===== config.mk =====
export PLATFORM = sky130hd
export DESIGN_NAME = urt_rx_frame_parser
export DESIGN_NICKNAME = d
export VERILOG_FILES = /design/src/rtl/urt_rx_frame_parser.sv
export SDC_FILE = /design/constraint.sdc
export NUM_CORES = 1
export LEC_CHECK = 0
export BUFFER_PORTS_ARGS = -buffer_cell sky130_fd_sc_hd__buf_4
export CORE_MARGIN = 2
export CORE_UTILIZATION = 45
export CTS_BUF_LIST = sky130_fd_sc_hd__clkbuf_4 sky130_fd_sc_hd__clkbuf_8 sky130_fd_sc_hd__clkbuf_16
export DETAILED_ROUTE_END_ITERATION = 16
export HOLD_SLACK_MARGIN = 0.03
export MAX_ROUTING_LAYER = met4
export PLACE_DENSITY = 0.67
export SETUP_SLACK_MARGIN = 0.5
export SLEW_MARGIN = 25
export SYNTH_ARGS = -nofsm -noshare
export SYNTH_HDL_FRONTEND = slang
export SYNTH_SLANG_ARGS = --single-unit

===== constraint.sdc =====
create_clock -name clk -period 3.4 [get_ports clk]
set_input_delay 0.34 -clock clk [delete_from_list [all_inputs] [get_ports clk]]
set_output_delay 0.34 -clock clk [all_outputs]
set_load 0.01 [all_outputs]

===== src/rtl/urt_rx_frame_parser.sv =====
// UART command-frame parser: pops RX FIFO bytes, frames SYNC0 SYNC1 TYPE ADDR D[DB-1..0] CHK,
// latency: read/write pulses are registered one cycle after the CHK byte is seen,
// backpressure: pops only when rdy & !empty, at most one byte per two cycles; no output stall.
//
// Ports:
//   clk, rst            clock, synchronous active-high reset
//   o_urtrx_rd_en       FIFO pop; i_urtrx_rd_dat is valid the following cycle
//   i_urtrx_empty/rdy   FIFO empty flag and UART RX ready
//   o_rd_req            one-hot read-request pulse, bit ch*N_PAR+idx
//   o_set_sel, o_wr_stb one-hot write-select and write strobe pulses
//   o_wr_ch/idx/dat     address and data of the last accepted write (held)
//   o_frm_cnt, o_err_*  saturating accept / checksum / timeout / address counters
module urt_rx_frame_parser #(
  parameter int          N_CH    = 2,
  parameter int          N_PAR   = 12,
  parameter int          DW      = 32,
  parameter logic [7:0]  SYNC0   = 8'hEB,
  parameter logic [7:0]  SYNC1   = 8'h90,
  parameter logic [7:0]  TYPE_RD = 8'hA0,
  parameter logic [7:0]  TYPE_WR = 8'hA1,
  parameter int          TMO_CYC = 100000,
  parameter bit          CHK_EN  = 1'b1
) (
  input  logic                   clk,
  input  logic                   rst,
  output logic                   o_urtrx_rd_en,
  input  logic [7:0]             i_urtrx_rd_dat,
  input  logic                   i_urtrx_empty,
  input  logic                   i_urtrx_rdy,
  output logic [N_CH*N_PAR-1:0]  o_rd_req,
  output logic [N_CH*N_PAR-1:0]  o_set_sel,
  output logic                   o_wr_stb,
  output logic [3:0]             o_wr_ch,
  output logic [3:0]             o_wr_idx,
  output logic [DW-1:0]          o_wr_dat,
  output logic [15:0]            o_frm_cnt,
  output logic [15:0]            o_err_chk,
  output logic [15:0]            o_err_tmo,
  output logic [15:0]            o_err_adr
);

  localparam int NW = N_CH * N_PAR;
  localparam int DB = DW / 8;
  localparam int TW = $clog2(TMO_CYC + 1);

  typedef enum logic [2:0] {
    S_HUNT0, S_HUNT1, S_TYPE, S_ADDR, S_DATA, S_CHK
  } state_t;

  state_t          state, state_nxt;
  logic            byte_vld;
  logic            is_wr;
  logic [3:0]      ch, idx;
  logic [1:0]      bcnt;
  logic [DW-1:0]   dat_sr;
  logic [7:0]      sum;
  logic [TW-1:0]   tmo_cnt;
  logic            tmo_hit;
  logic            ev_rd, ev_wr, ev_chk, ev_adr, ev_tmo;
  logic [8:0]      sel_num;
  logic [NW-1:0]   sel_oh;
  logic            adr_bad;

  function automatic logic [15:0] sat_inc(input logic [15:0] v);
    return (v == 16'hFFFF) ? v : v + 16'd1;
  endfunction

  assign sel_num = 9'(int'(ch) * N_PAR + int'(idx));
  assign sel_oh  = NW'(1) << sel_num;
  assign adr_bad = (int'(ch) >= N_CH) || (int'(idx) >= N_PAR);

  // A byte arriving on the terminal count cycle takes priority over the timeout.
  assign tmo_hit = (state != S_HUNT0) && !byte_vld && (tmo_cnt == TW'(TMO_CYC - 1));

  always_comb begin
    state_nxt = state;
    ev_rd     = 1'b0;
    ev_wr     = 1'b0;
    ev_chk    = 1'b0;
    ev_adr    = 1'b0;
    ev_tmo    = 1'b0;
    if (byte_vld) begin
      case (state)
        S_HUNT0: if (i_urtrx_rd_dat == SYNC0) state_nxt = S_HUNT1;
        S_HUNT1: begin
          if (i_urtrx_rd_dat == SYNC1)      state_nxt = S_TYPE;
          else if (i_urtrx_rd_dat == SYNC0) state_nxt = S_HUNT1;
          else                              state_nxt = S_HUNT0;
        end
        S_TYPE: begin
          if (i_urtrx_rd_dat == TYPE_RD || i_urtrx_rd_dat == TYPE_WR) begin
            state_nxt = S_ADDR;
          end else begin
            ev_adr    = 1'b1;
            state_nxt = S_HUNT0;
          end
        end
        S_ADDR: state_nxt = S_DATA;
        S_DATA: if (bcnt == 2'd0) state_nxt = S_CHK;
        S_CHK: begin
          state_nxt = S_HUNT0;
          if (CHK_EN && (i_urtrx_rd_dat != sum)) ev_chk = 1'b1;
          else if (adr_bad)                      ev_adr = 1'b1;
          else if (is_wr)                        ev_wr  = 1'b1;
          else                                   ev_rd  = 1'b1;
        end
        default: state_nxt = S_HUNT0;
      endcase
    end else if (tmo_hit) begin
      ev_tmo    = 1'b1;
      state_nxt = S_HUNT0;
    end
  end

  always_ff @(posedge clk) begin
    if (rst) begin
      state         <= S_HUNT0;
      o_urtrx_rd_en <= 1'b0;
      byte_vld      <= 1'b0;
      is_wr         <= 1'b0;
      ch            <= '0;
      idx           <= '0;
      bcnt          <= '0;
      dat_sr        <= '0;
      sum           <= '0;
      tmo_cnt       <= '0;
      o_rd_req      <= '0;
      o_set_sel     <= '0;
      o_wr_stb      <= 1'b0;
      o_wr_ch       <= '0;
      o_wr_idx      <= '0;
      o_wr_dat      <= '0;
      o_frm_cnt     <= '0;
      o_err_chk     <= '0;
      o_err_tmo     <= '0;
      o_err_adr     <= '0;
    end else begin
      state         <= state_nxt;
      o_urtrx_rd_en <= i_urtrx_rdy & ~i_urtrx_empty & ~o_urtrx_rd_en;
      byte_vld      <= o_urtrx_rd_en;

      if (state == S_HUNT0 || byte_vld || tmo_hit) tmo_cnt <= '0;
      else                                         tmo_cnt <= tmo_cnt + 1'b1;

      if (byte_vld) begin
        case (state)
          S_TYPE: begin
            is_wr <= (i_urtrx_rd_dat == TYPE_WR);
            sum   <= i_urtrx_rd_dat;
          end
          S_ADDR: begin
            ch   <= i_urtrx_rd_dat[7:4];
            idx  <= i_urtrx_rd_dat[3:0];
            bcnt <= 2'(DB - 1);
            sum  <= sum + i_urtrx_rd_dat;
          end
          S_DATA: begin
            dat_sr <= (dat_sr << 8) | DW'(i_urtrx_rd_dat);
            sum    <= sum + i_urtrx_rd_dat;
            bcnt   <= bcnt - 2'd1;
          end
          default: ;
        endcase
      end

      o_rd_req  <= ev_rd ? sel_oh : '0;
      o_set_sel <= ev_wr ? sel_oh : '0;
      o_wr_stb  <= ev_wr;
      if (ev_wr) begin
        o_wr_ch  <= ch;
        o_wr_idx <= idx;
        o_wr_dat <= dat_sr;
      end

      if (ev_rd || ev_wr) o_frm_cnt <= sat_inc(o_frm_cnt);
      if (ev_chk)         o_err_chk <= sat_inc(o_err_chk);
      if (ev_tmo)         o_err_tmo <= sat_inc(o_err_tmo);
      if (ev_adr)         o_err_adr <= sat_inc(o_err_adr);
    end
  end

endmodule


# After elaboration in Yosys (flattened, before gate mapping)
# Cells that the tools add are included.
# Widths: inputs -> output; s select.
totals:
  latchBits: 0
  mem_bits_rw: 0
  in_bits: 12
  n_memories: 0
  rom_bits: 0
  elab_cells: 118
  regBits: 226
  output_inout_bits: 154
op_classes:
  n_mux: 30
  n_div: 0
  n_lt_le_gt_ge: 2
  addsub: 8
  n_bitwise: 11
  n_eq_ne: 17
  n_reduce_logical: 28
  shifts: 1
  n_mul: 1
op_table:
  columns: ["op", "count"]
  rows:
  - ["$add 16x1->16 const B", 4]
  - ["$eq 16x16->1 const B", 4]
  - ["$eq 8x8->1 const B", 4]
  - ["$or 32x8->32", 1]
  - ["$shl 1x9->24 const A", 1]
  - ["$mux 1", 20]
  - ["$reduce_and 2->1", 9]
  - ["$add 17x1->17 const B", 1]
  - ["$eq 17x17->1 const B", 1]
  - ["$pmux 8 s2", 1]
  - ["$pmux 3 s5", 1]
  - ["$mux 3", 4]
  - ["$add 8x4->9", 1]
  - ["$add 8x8->8", 1]
  - ["$ne 8x8->1", 1]
  - ["$not 1->1", 8]
  - ["$reduce_or 2->1", 4]
  - ["$eq 3x2->1 const B", 2]
  - ["$eq 3x3->1 const B", 2]
  - ["$mul 4x2->6 const B", 1]
  - ["$ne 3x3->1 const B", 2]
  - ["$reduce_bool 2->1", 3]
  - ["$logic_or 1x1->1", 5]
  - ["$ge 4x2->1 const B", 1]
  - ["other kinds (13)", 16]

# Logic depth before layout (Yosys ltp)
depth:
  ltp_word: 8
  ltp_mapped: 12
  mapped_depth_nobuf: 10

# Worst setup path after synthesis
# OpenSTA, ideal clock, no wires.
synth_timing:
  kind: "register to register"
  startpoint: "register ch[1]"
  endpoint: "register o_set_sel[15]"
  synth_period_minus_slack_ps: 2641
  required_ps: 3321
  setup_time_ps: 79
  path_buffers: 2
  stages_incl_launch_ff: 11
  setup_slack_ps: 759
  arrival_time_ps: 2563
  cell_sequence: "dfxtp_1 -> ha_1 -> fa_1 -> inv_1 -> or3_1 -> a221o_1 -> nor2_1 -> nand4bb_1 -> clkbuf_1 -> clkbuf_1 -> nor3_1"
synth_between:
  elab_chain_cells: 8
  word_cells_on_any_way: 11
  classes_between: "1 x add/sub; 1 x mul; 1 x order compare; 1 x shift; 4 x mux; 1 x bitwise; 2 x reduce/logical"
synth_rtl:
  columns: ["item", "line", "text"]
  rows:
  - ["start: declaration", "53", "logic [3:0] ch, idx;"]
  - ["start signal: assignment", "152", "ch <= i_urtrx_rd_dat[7:4];"]
  - ["branches (longest 8 deep; another with $add 8x4->9)", null, null]
  - ["end signal: assignment", "167", "o_set_sel <= ev_wr ? sel_oh : '0;"]
  - ["end: declaration", "31", "output logic [N_CH*N_PAR-1:0] o_set_sel,"]
# Parallel ways; which one is timed is not known.
# A chain may end at the register's enable or synchronous reset.

# Worst setup path in the final report
layout_timing:
  startpoint: "register tmo_cnt[12]"
  endpoint: "register o_err_tmo[13]"
layout_between:
  elab_chain_cells: 5
layout_rtl:
  columns: ["item", "line", "text"]
  rows:
  - ["start: declaration", "57", "logic [TW-1:0] tmo_cnt;"]
  - ["start signal: assignment", "143", "else tmo_cnt <= tmo_cnt + 1'b1;"]
  - ["$eq 17x17->1", "73", "assign tmo_hit = (state != S_HUNT0) && !byte_vld && (tmo_cnt == TW'(TMO_CYC - 1));"]
  - ["$logic_and 1x1->1", "73", null]
  - ["$mux 1", "109", "end else if (tmo_hit) begin"]
  - ["$mux 1", "82", "if (byte_vld) begin"]
  - ["$reduce_and 2->1 (no line)", null, null]
  - ["end signal: assignment", "177", "if (ev_tmo) o_err_tmo <= sat_inc(o_err_tmo);"]
  - ["end: declaration", "38", "output logic [15:0] o_err_tmo,"]
# Every way passes these cells.

==> results <==
- The arrival time at the worst endpoint is 3.11 ns.
- The ratio of cells with drive above 1 in the final layout is 0.1897.
- TritonCTS built the clock tree.
- The largest net degree at the start of global routing is 57.
- The first global-routing pass estimated 35.14 mm of wire.
- The final layout contains routed wiring with a total length of 21.62 mm.
- The floorplan step defined a core boundary enclosing 0.02017 sq mm.
- In the synthesized netlist the dominant register cell turns out to be dfxtp_1.
- The clock period minus worst slack is about 2.7 ns.
- The area share of the largest cell type after synthesis is 0.4898.
- Following the worst setup path forward leads to its endpoint at o_err_tmo[13].
- The x dimension of the die is 147.3 um.
- The critical path launch point is tmo_cnt[12].
- The total clock buffers created by CTS is 24.
- The number of detailed-route iterations in the first pass is 4.
- The floorplan has 52 rows.
- Yosys mapped a number of flops with a built-in enable equal to 0.
- The type of destination of the critical path is a flip-flop.
- Setup repair after global routing left no endpoint under its margin.
- The Yosys step of the flow raised 0 warnings.
- After legalization and detailed placement, the total HPWL measured around 15 mm.
- The library cell with the largest summed area after synthesis is dfxtp_1.
- The total power draw is 5.593 mW.
- The net count after synthesis is 1131.
- The number of global-route vias before repair is 7166.
- The total count of max-transition violations in the final report was 0.
- The mapped cell area is approximately 0.009 sq mm.
- The flow ran to the end, and the final reports show no timing, DRC or antenna violations.
- IR analysis of the VDD net gives a maximum drop of 0.2946 mV.
- The final number of setup-violating endpoints is 0.
- The most common cell in the synthesized netlist is dfxtp_1.
- The part of the total power dissipated in the clock network is 0.511.
- By area the synthesized netlist is led by dfxtp_1, nand2_1, a21oi_1, nor2_1, xor2_1.
- The final weighted congestion of routability-driven global placement is 0.9332.
- The number of inserted diodes is 0.
- The hold path startpoint is i_urtrx_rdy.
- The clock insertion delay at the later pin of the skew report is just over 0.5 ns.
- The initial detailed-routing violation count is 350.
- The average cell area after synthesis is 8.436 sq um.
- Clock-pin slew was measured on the worst setup and hold paths at 0.06 ns.
- The detail-routed net length per standard cell is between 10 and 15 um.
- The number of gates given a new drive strength after cts is 0.
- The maximum buffer depth of the clock tree is 3.
- Synthesis produced 1095 cells.
- For the worst flop-to-flop path, the logic depth is 7.
- The count of nets left with antenna violations after detail routing is 0.
- Of all nets on the critical path, the largest fanout is 19.
- In this run the critical register-to-register path is captured at o_err_tmo[13].
- Across the run, the number of max-cap violations was 0.
- The share of synthesized registers carrying an async set or reset is 0.
- The switching power is 1.122 mW.
- The number of antenna violations at the first check in global routing came to 0.
- Based on the critical path, the design can be clocked at up to 366.2 MHz.
- 166 I/O pins were placed.
- The internal portion of the total power is 4.471 mW.
- The share of the clock period used by the worst path is 0.8032.
- In this run, synthesis produced a sequential element count of 226.
- The critical path data required time is 3.78 ns.
- The post-route setup TNS is 0 ns.
- Buffers placed on the I/O ports in this run total 165.
- The worst-margin pin slew is 0.7577 ns.
- The number of different library cells in the post-synthesis netlist is 52.
- The number of H-tree branching levels is 1.
- The worst hold path belongs to the class primary input to flip-flop.
- The via density per instance is 5.140.
- The area of the die is 0.02169 sq mm.
- The final hold violation count is 0.
- The total grt overflow is 0.
- In this run the power density over the cells is between 400 and 500 mW/mm^2.
- The proportion of synthesized chip area in sequential cells is 0.4898.
- For this run, design rule violations remaining after detail routing come to 0.
- Across all register-to-register paths, the minimum setup slack is 0.67 ns.
- The growth of design area from synthesis to finish is 25.53%.
- The worst setup path is launched from a flip-flop.
- The worst pin sits at a relative slew slack of 0.4895.
- For this configuration, the core starts out at a cell density of 0.4580.
- The root buffer cell is clkbuf_16.
- The final setup skew is 0.008542 ns.
- The worst setup path category is flip-flop to flip-flop.
- The number of clock sinks seen by CTS is around 230.
- The overall track demand over capacity in global routing is 0.1965.
- The sequential cell fraction of total power is 0.474.
- The die height is 147.3 um.
- The proportion of power drawn by combinational gates is 0.015.
- The switching share of total power is 0.2006.
- The startpoint identified for the worst register-to-register timing path is tmo_cnt[12].
- For this design the static power due to leakage is 4.441 nW.
- The layout net count is 1280.
- The total number of vias is 7864.
- By count the netlist is led by dfxtp_1, nand2_1, nor2_1, a21oi_1, clkbuf_1.
-- final cells by class --
| type | count | area [sq um] |
|---|---|---|
| Inverter | 23 | 86.33 |
| Clock inverter | 12 | 195.2 |
| Tap cell | 270 | 337.8 |
| Fill cell | 1900 | 8573 |
| Sequential cell | 226 | 4524 |
| Timing Repair Buffer | 183 | 1376 |
| Clock buffer | 30 | 681.9 |
| Multi-Input combinational cell | 786 | 4394 |
-- per-layer routing --
layer | GRT usage | share of wire
met1 | 0.2450 | 0.45
met2 | 0.3304 | 0.48
met3 | 0.03354 | 0.055
met4 | 0.05433 | 0.022
met5 | - | 0
-- critical path, stage by stage, from the launching register on --
cell     delay [ns]
dfxtp_1        0.34
or4b_1         0.54
or4b_1         0.52
or4_1          0.49
buf_4          0.23
nor4_4         0.28
xnor2_1        0.15
nor2_1         0.05
-- repair_timing --
item | 4_1_cts | 5_1_grt
buffers inserted | 0 | 1
hold endpoints to repair | 1 | 0
hold buffers | 1 | 0
endpoints found under the setup margin | 0 | 3
-- flip-flops by register name (all words and copies together), names as in the netlist, 8 cells and up --
name	count
dat_sr	32
o_err_adr	16
o_err_chk	16
o_err_tmo	16
o_frm_cnt	16
o_rd_req	24
o_set_sel	24
o_wr_dat	32
sum	8
tmo_cnt	17
-- logic make-up (layout without fill, tap and decap cells) --
kind of cell             count (synthesis)  in the layout  share of synthesized area
multiplexers                             7              7                   0.007856
XOR/XNOR                                77             77                    0.07300
buffers and inverters                   83            248                    0.03576
AO/OA/AOI/OAI                          150            150                    0.09156
flip-flops                             226            226                     0.4898
AND/OR/NAND/NOR                        528            528                     0.2671
adder cells (fa/ha/maj)                 24             24                    0.03495
-- through the flow --
step,setup WS [ns],hold slack (ns),utilization,area [sq um],cells
2_1_floorplan,0.7586,0.4167,-,9238,1095
3_3_place_gp,0.6485,0.4306,0.5304,10700,1486
3_5_place_dp,0.6318,0.4409,0.5306,10700,1486
4_1_cts,0.6680,0.09396,0.5746,11590,1529
5_1_grt,0.5084,0.09626,0.5749,11600,1530
6_report,0.6690,0.1039,0.5749,11600,1530
-- how the worst min path moves through the flow --
stage	cells after the start	end
2_1_floorplan	1	o_urtrx_rd_en
5_1_grt	2	o_urtrx_rd_en
3_5_place_dp	2	o_wr_dat[31]
3_3_place_gp	1	tmo_cnt[0]
6_report	2	o_urtrx_rd_en
4_1_cts	2	o_urtrx_rd_en
-- power groups by stage --
stage / Combinational (mW) / Sequential (mW) / Clock (mW)
after floorplan: 0.0491 / 2.71 / 0
after global placement: 0.0841 / 2.71 / 0
after detailed placement: 0.0857 / 2.71 / 0
after CTS: 0.0866 / 2.65 / 2.91
after global routing: 0.0946 / 2.65 / 3.02
final: 0.0865 / 2.65 / 2.86
-- placed cells by master, fill, tap and decap left out, types with 4 or more instances in the layout --
cell type / n
buf_4: 182
mux2i_1: 5
dfxtp_1: 226
inv_1: 23
ha_1: 21
nand3b_1: 5
xnor2_1: 35
a21o_1: 4
nor4_1: 6
nor3_1: 49
a21oi_1: 104
bufinv_16: 5
nand4b_1: 4
a211oi_1: 7
and2_1: 4
nand4_1: 23
nor2_1: 123
nor2b_1: 8
and4_1: 6
or3_1: 11
clkinv_2: 4
a311oi_1: 5
xor2_1: 42
and3_1: 18
o21ai_0: 16
clkbuf_16: 25
nand2_1: 211
nand3_1: 34
(Power assumes the default switching activity.)
